## src/rtl/axicb_slv_switch_ar_arbiter.sv

```systemverilog
// Slave-side read switch: round-robin AR arbitration over the master
// switches, with an ordering FIFO of granted masters that steers the
// slave's in-order R bursts back to their originator.
module axicb_slv_switch_ar_arbiter #(
    parameter int MST_NB  = 4,
    parameter int ARCH_W  = 8,
    parameter int RCH_W   = 8,
    parameter int OSTD_AW = 3
) (
    input  logic                     aclk,
    input  logic                     srst,
    input  logic [MST_NB-1:0]        i_arvalid,
    output logic [MST_NB-1:0]        i_arready,
    input  logic [MST_NB*ARCH_W-1:0] i_arch,
    output logic [MST_NB-1:0]        i_rvalid,
    input  logic [MST_NB-1:0]        i_rready,
    output logic [MST_NB-1:0]        i_rlast,
    output logic [RCH_W-1:0]         i_rch,
    output logic                     o_arvalid,
    input  logic                     o_arready,
    output logic [ARCH_W-1:0]        o_arch,
    input  logic                     o_rvalid,
    output logic                     o_rready,
    input  logic                     o_rlast,
    input  logic [RCH_W-1:0]         o_rch,
    output logic [OSTD_AW:0]         ostd_cnt
);

    localparam int IDX_W = (MST_NB > 1) ? $clog2(MST_NB) : 1;
    localparam int KW    = IDX_W + 1;
    localparam int CW    = OSTD_AW + 1;
    localparam int DEPTH = 1 << OSTD_AW;

    typedef enum logic {IDLE, GRANT} state_t;

    state_t              r_state, w_state_nxt;
    logic [MST_NB-1:0]   r_grant, w_grant_nxt;
    logic [IDX_W-1:0]    r_gidx, w_gidx_nxt;
    logic [IDX_W-1:0]    r_rr, w_rr_nxt;
    logic                w_sel_found;
    logic [IDX_W-1:0]    w_sel_idx;
    logic [ARCH_W-1:0]   w_arch_g;
    logic                w_push;
    logic                w_pop;

    logic [IDX_W-1:0]    r_fifo [DEPTH];
    logic [OSTD_AW-1:0]  r_wptr;
    logic [OSTD_AW-1:0]  r_rptr;
    logic [OSTD_AW:0]    r_cnt;
    logic                w_nempty;
    logic                w_full;
    logic [IDX_W-1:0]    w_head;

    // Round-robin pick: first requester at or above the pointer, wrapping
    always_comb begin
        logic [KW-1:0] v_k;
        v_k         = '0;
        w_sel_found = 1'b0;
        w_sel_idx   = '0;
        for (int unsigned i = 0; i < MST_NB; i++) begin
            v_k = {1'b0, r_rr} + KW'(i);
            if (v_k >= KW'(MST_NB)) begin
                v_k = v_k - KW'(MST_NB);
            end
            if (!w_sel_found && i_arvalid[v_k[IDX_W-1:0]]) begin
                w_sel_found = 1'b1;
                w_sel_idx   = v_k[IDX_W-1:0];
            end
        end
    end

    // Payload mux for the granted master
    always_comb begin
        w_arch_g = '0;
        for (int unsigned k = 0; k < MST_NB; k++) begin
            if (r_gidx == IDX_W'(k)) begin
                w_arch_g = i_arch[k*ARCH_W +: ARCH_W];
            end
        end
    end

    // AR FSM next-state and outputs; full check only taken in IDLE
    always_comb begin
        w_state_nxt = r_state;
        w_grant_nxt = r_grant;
        w_gidx_nxt  = r_gidx;
        w_rr_nxt    = r_rr;
        o_arvalid   = 1'b0;
        o_arch      = '0;
        i_arready   = '0;
        w_push      = 1'b0;
        case (r_state)
            IDLE: begin
                if (w_sel_found && !w_full) begin
                    w_grant_nxt            = '0;
                    w_grant_nxt[w_sel_idx] = 1'b1;
                    w_gidx_nxt             = w_sel_idx;
                    w_state_nxt            = GRANT;
                end
            end
            GRANT: begin
                o_arvalid = |(i_arvalid & r_grant);
                o_arch    = w_arch_g;
                i_arready = r_grant & {MST_NB{o_arready}};
                if (o_arvalid && o_arready) begin
                    w_push      = 1'b1;
                    w_rr_nxt    = (r_gidx == IDX_W'(MST_NB - 1)) ? '0 : r_gidx + IDX_W'(1);
                    w_grant_nxt = '0;
                    w_state_nxt = IDLE;
                end
            end
            default: w_state_nxt = IDLE;
        endcase
    end

    // AR FSM state, grant and round-robin pointer registers
    always_ff @(posedge aclk) begin
        if (srst) begin
            r_state <= IDLE;
            r_grant <= '0;
            r_gidx  <= '0;
            r_rr    <= '0;
        end else begin
            r_state <= w_state_nxt;
            r_grant <= w_grant_nxt;
            r_gidx  <= w_gidx_nxt;
            r_rr    <= w_rr_nxt;
        end
    end

    // Ordering FIFO storage; contents are don't-care while empty
    always_ff @(posedge aclk) begin
        if (w_push) begin
            r_fifo[r_wptr] <= r_gidx;
        end
    end

    // Ordering FIFO pointers and occupancy
    always_ff @(posedge aclk) begin
        if (srst) begin
            r_wptr <= '0;
            r_rptr <= '0;
            r_cnt  <= '0;
        end else begin
            if (w_push) begin
                r_wptr <= r_wptr + OSTD_AW'(1);
            end
            if (w_pop) begin
                r_rptr <= r_rptr + OSTD_AW'(1);
            end
            case ({w_push, w_pop})
                2'b10:   r_cnt <= r_cnt + CW'(1);
                2'b01:   r_cnt <= r_cnt - CW'(1);
                default: r_cnt <= r_cnt;
            endcase
        end
    end

    assign w_nempty = |r_cnt;
    // Occupancy never exceeds DEPTH, so the MSB alone flags full
    assign w_full   = r_cnt[OSTD_AW];
    assign w_head   = r_fifo[r_rptr];
    assign w_pop    = o_rvalid & o_rready & o_rlast;
    assign i_rch    = o_rch;
    assign ostd_cnt = r_cnt;

    // R steering to the master at the FIFO head
    always_comb begin
        i_rvalid = '0;
        i_rlast  = '0;
        o_rready = 1'b0;
        if (w_nempty) begin
            i_rvalid[w_head] = o_rvalid;
            i_rlast[w_head]  = o_rlast;
            o_rready         = i_rready[w_head];
        end
    end

endmodule

```

## config.mk

```make
export PLATFORM = sky130hd
export DESIGN_NAME = axicb_slv_switch_ar_arbiter
export DESIGN_NICKNAME = d
export VERILOG_FILES = /design/src/rtl/axicb_slv_switch_ar_arbiter.sv
export SDC_FILE = /design/constraint.sdc
export NUM_CORES = 1
export LEC_CHECK = 0
export ABC_AREA = 1
export CORE_MARGIN = 4
export CORE_UTILIZATION = 50
export CTS_CLUSTER_DIAMETER = 100
export DETAILED_ROUTE_END_ITERATION = 16
export PLACE_DENSITY = 0.91
export SLEW_MARGIN = 20
export SYNTH_ARGS = -nofsm -noshare
export SYNTH_HDL_FRONTEND = slang
export SYNTH_SLANG_ARGS = --single-unit
```

## constraint.sdc

```tcl
create_clock -name aclk -period 6.65 [get_ports aclk]
set_input_delay 1.33 -clock aclk [delete_from_list [all_inputs] [get_ports aclk]]
set_output_delay 1.33 -clock aclk [all_outputs]
set_load 0.02 [all_outputs]
```

==> metrics.md <==
| Metric | Value |
|---|---|
| Status | `complete, no violations` |
| Vias/cell | `5.14` |
| CP Capture Point | `o_arch[5]` |
| Sw frac | `0.347` |
| Lkg Pwr | `1.41 nW` |
| Clock tree from TritonCTS | `built` |
| Combinational fraction of design power | `0.351` |
| I/O pin cnt | `87` |
| Total vias in the final route | `about 2600` |
| Crit. End Element | `primary output` |
| Syn nets | `434` |
| Max Clock Freq | `236 MHz` |
| Initial antenna violation count | `0` |
| Cts bufs inserted | `5` |
| Remaining antenna violation count after routing | `0` |
| WP buf/inv | `2` |
| Commonest non-fill, non-tap cell in the layout | `nand2_1` |
| Pin count of the biggest net entering global routing | `17` |
| RSZ-0062 raised after global routing | `no` |
| Total gr overflow | `0` |
| Cts repair resizes | `0` |
| Mapped Cells | `about 370` |
| Maximum vdd drop | `0.000154 V` |
| Cell at the slowest stage of the critical path | `clkdlybuf4s50_1` |
| Proportion of layout cells with a drive suffix above 1 | `0.0557` |
| Worst setup SP type | `input pin` |
| Register area share after synthesis | `0.360` |
| Dpl hpwl | `4870 um` |
| Required @ worst endpoint | `5.32 ns` |
| HP Class | `register to register` |
| Total Wirelength | `6190 um` |
| Critical path class | `input pin to primary output` |
| CP delay by family, top | `buffers and inverters` |
| PwrDens | `198 mW/mm^2` |
| Final setup fails | `0` |
| Max incr delay on CP | `0.62 ns` |
| EDFF count, synth | `16` |
| Slew @ Worst Pin | `0.549 ns` |
| Clock share of power | `0.234` |
| CTS Hold Buffers Added | `0` |
| Residual DRC | `0` |
| H-tree Lvls | `2` |
| Drt initial violations | `170` |
| Reg2reg end | `ostd_cnt[2]` |
| Area grow syn2layout | `29.4%` |
| Critical path data arrival time | `2.91 ns` |
| Worst path cell trace | `clkdlybuf4s50_1, nor2_1, o31ai_1, o21ai_0, nor2_1, clkdlybuf4s50_1` |
| Synth Flop Type | `dfxtp_1` |
| Vias in the first global route | `2644` |
| Reg2Reg Setup Slack | `3.73 ns` |
| Root buffer cell | `clkbuf_8` |
| Total negative slack | `0 ns` |
| Initial Util | `0.527` |
| Seq pwr share | `0.415` |
| Design area | `approximately 0.0033 mm^2` |
| Relative slew slack | `0.633` |
| Ys Warns | `0` |
| Worst reg-to-reg path cell count | `17` |
| FF+latch count, synth | `38` |
| Min-delay src | `r_wptr[0]` |
| Most frequent cells in the layout | `nand2_1, clkdlybuf4s50_1, inv_1` |
| CTS sink cnt | `38` |
| Worst-Skew Late Latency | `slightly below 0.3 ns` |
| Placer Congestion | `0.831` |
| Die area | `0.00632 mm^2` |
| Final hold violations | `0` |
| Die W | `approximately 80 um` |
| Pre-Repair DR Iteration Count | `5` |
| Port Buffers | `70` |
| Layout Nets | `a little under 500` |
| Worst Path Max Fanout | `1` |
| Final Critical Period | `4.24 ns` |
| Post-synthesis instance area | `0.00256 mm^2` |
| Core area | `0.00485 mm^2` |
| FILL cells | `412` |
| Switch Pwr | `around 0.23 mW` |
| Placement row count | `25` |
| Post-CTS setup buffer count | `0` |
| Stages on the worst setup path | `6` |
| Diode count | `0` |
| Ys async rst share | `0` |
| Gr usage total | `0.212` |
| Post-DR wirelength/cell | `12.4 um` |
| Slew Limit Fails | `0` |
| CP startpoint | `i_arch[13]` |
| Pint | `0.428 mW` |
| Post-synthesis cell type count | `34` |
| Max-cap violation count | `0` |
| Avg Cell Area, Syn | `6.87 um^2` |
| Worst-path clk slew | `0.08 ns` |
| DIE HEIGHT | `79.5 um` |
| First-pass GRT wire length | `roughly 11000 um` |
| Dpl cell area | `roughly 0.0032 mm^2` |
| Final Cycle Share | `0.637` |
| Worst Skew | `0.0107 ns` |
| Buffer depth of the longest clock path | `2` |
-- worst min-delay path by stage --
| stage | cells past startpoint | slack, ns | to |
|---|---|---|---|
| finish | 2 | 0.51 | r_wptr[0] |
| CTS | 2 | 0.50 | r_wptr[0] |
| global placement | 2 | 0.47 | r_grant[0] |
| global route | 2 | 0.52 | r_grant[2] |
| detailed placement | 2 | 0.49 | r_grant[2] |
| floorplan | 2 | 0.45 | r_grant[0] |
-- power by group through the flow --
| stage | Clock [mW] | Combinational (mW) | Sequential [mW] |
|---|---|---|---|
| after detailed placement | 0 | 0.230 | 0.277 |
| after floorplan | 0 | 0.152 | 0.274 |
| after CTS | 0.155 | 0.232 | 0.272 |
| final | 0.154 | 0.230 | 0.272 |
| after global placement | 0 | 0.223 | 0.277 |
| after global routing | 0.166 | 0.256 | 0.275 |
-- cell usage after synthesis (3+ instances only) --
| cell type | instances | area share |
|---|---|---|
| a21oi_1 | 31 | 0.061 |
| buf_4 | 10 | 0.029 |
| clkbuf_1 | 6 | 0.0088 |
| dfxtp_1 | 22 | 0.17 |
| edfxtp_1 | 16 | 0.19 |
| ha_1 | 9 | 0.044 |
| inv_1 | 51 | 0.075 |
| nand2_1 | 88 | 0.13 |
| nand2_2 | 4 | 0.0098 |
| nand3_1 | 23 | 0.045 |
| nor2_1 | 50 | 0.073 |
| nor3_1 | 3 | 0.0059 |
| o21ai_0 | 18 | 0.035 |
| o21ai_1 | 3 | 0.0059 |
| o31ai_1 | 8 | 0.023 |
| xor2_1 | 4 | 0.014 |
-- routing by layer --
layer | global-route usage | vias to the layer above | routed length (um)
li1 | - | 1299 | -
met1 | 0.234 | 1156 | 2570
met2 | 0.391 | 82 | 3100
met3 | 0.0451 | 21 | 346
met4 | 0.0825 | 0 | 178
met5 | 0 | - | 0
-- per-stage QoR --
| step | power [mW] | worst slack (ns) | hold slack (ns) | instances | utilization |
|---|---|---|---|---|---|
| 3_3_place_gp | 0.500 | 2.43 | 0.473 | 490 | 0.665 |
| 2_1_floorplan | 0.426 | 3.36 | 0.452 | 372 | - |
| 5_1_grt | 0.697 | 2.27 | 0.524 | 498 | 0.682 |
| 4_1_cts | 0.659 | 2.41 | 0.501 | 498 | 0.682 |
| 6_report | 0.656 | 2.41 | 0.505 | 498 | 0.682 |
| 3_5_place_dp | 0.508 | 2.41 | 0.485 | 490 | 0.665 |
-- sequential cells by signal, indices dropped and copies added (netlist names), named ones only --
name / flops
r_state: 1
r_rr: 2
r_wptr: 3
r_gidx: 2
ostd_cnt: 4
r_grant: 4
r_fifo: 16
r_rptr: 3
-- layout make-up --
type | instances | area [um^2] | area share
Multi-Input combinational cell | 261 | 1310 | 0.397
Timing Repair Buffer | 70 | 701 | 0.212
Clock inverter | 3 | 16.3 | 0.00492
Inverter | 54 | 205 | 0.0620
Sequential cell | 38 | 921 | 0.278
Tap cell | 67 | 83.8 | 0.0253
Clock buffer | 5 | 68.8 | 0.0208
-- cells by family after synthesis --
group,after synthesis,share of synthesized area
and+or+nand+nor,178,0.299
buffers and inverters,73,0.126
AOI/OAI and AO/OA,68,0.150
DFF,38,0.360
adders and majority gates,9,0.0441
xor gates and xnor gates,6,0.0206
-- tightest hold or removal path, stage by stage (launching register included) --
cell and delay, ns:
dfxtp_1 0.33, nand2_1 0.07, a21oi_1 0.06
Power figures use the tool's default switching activity.
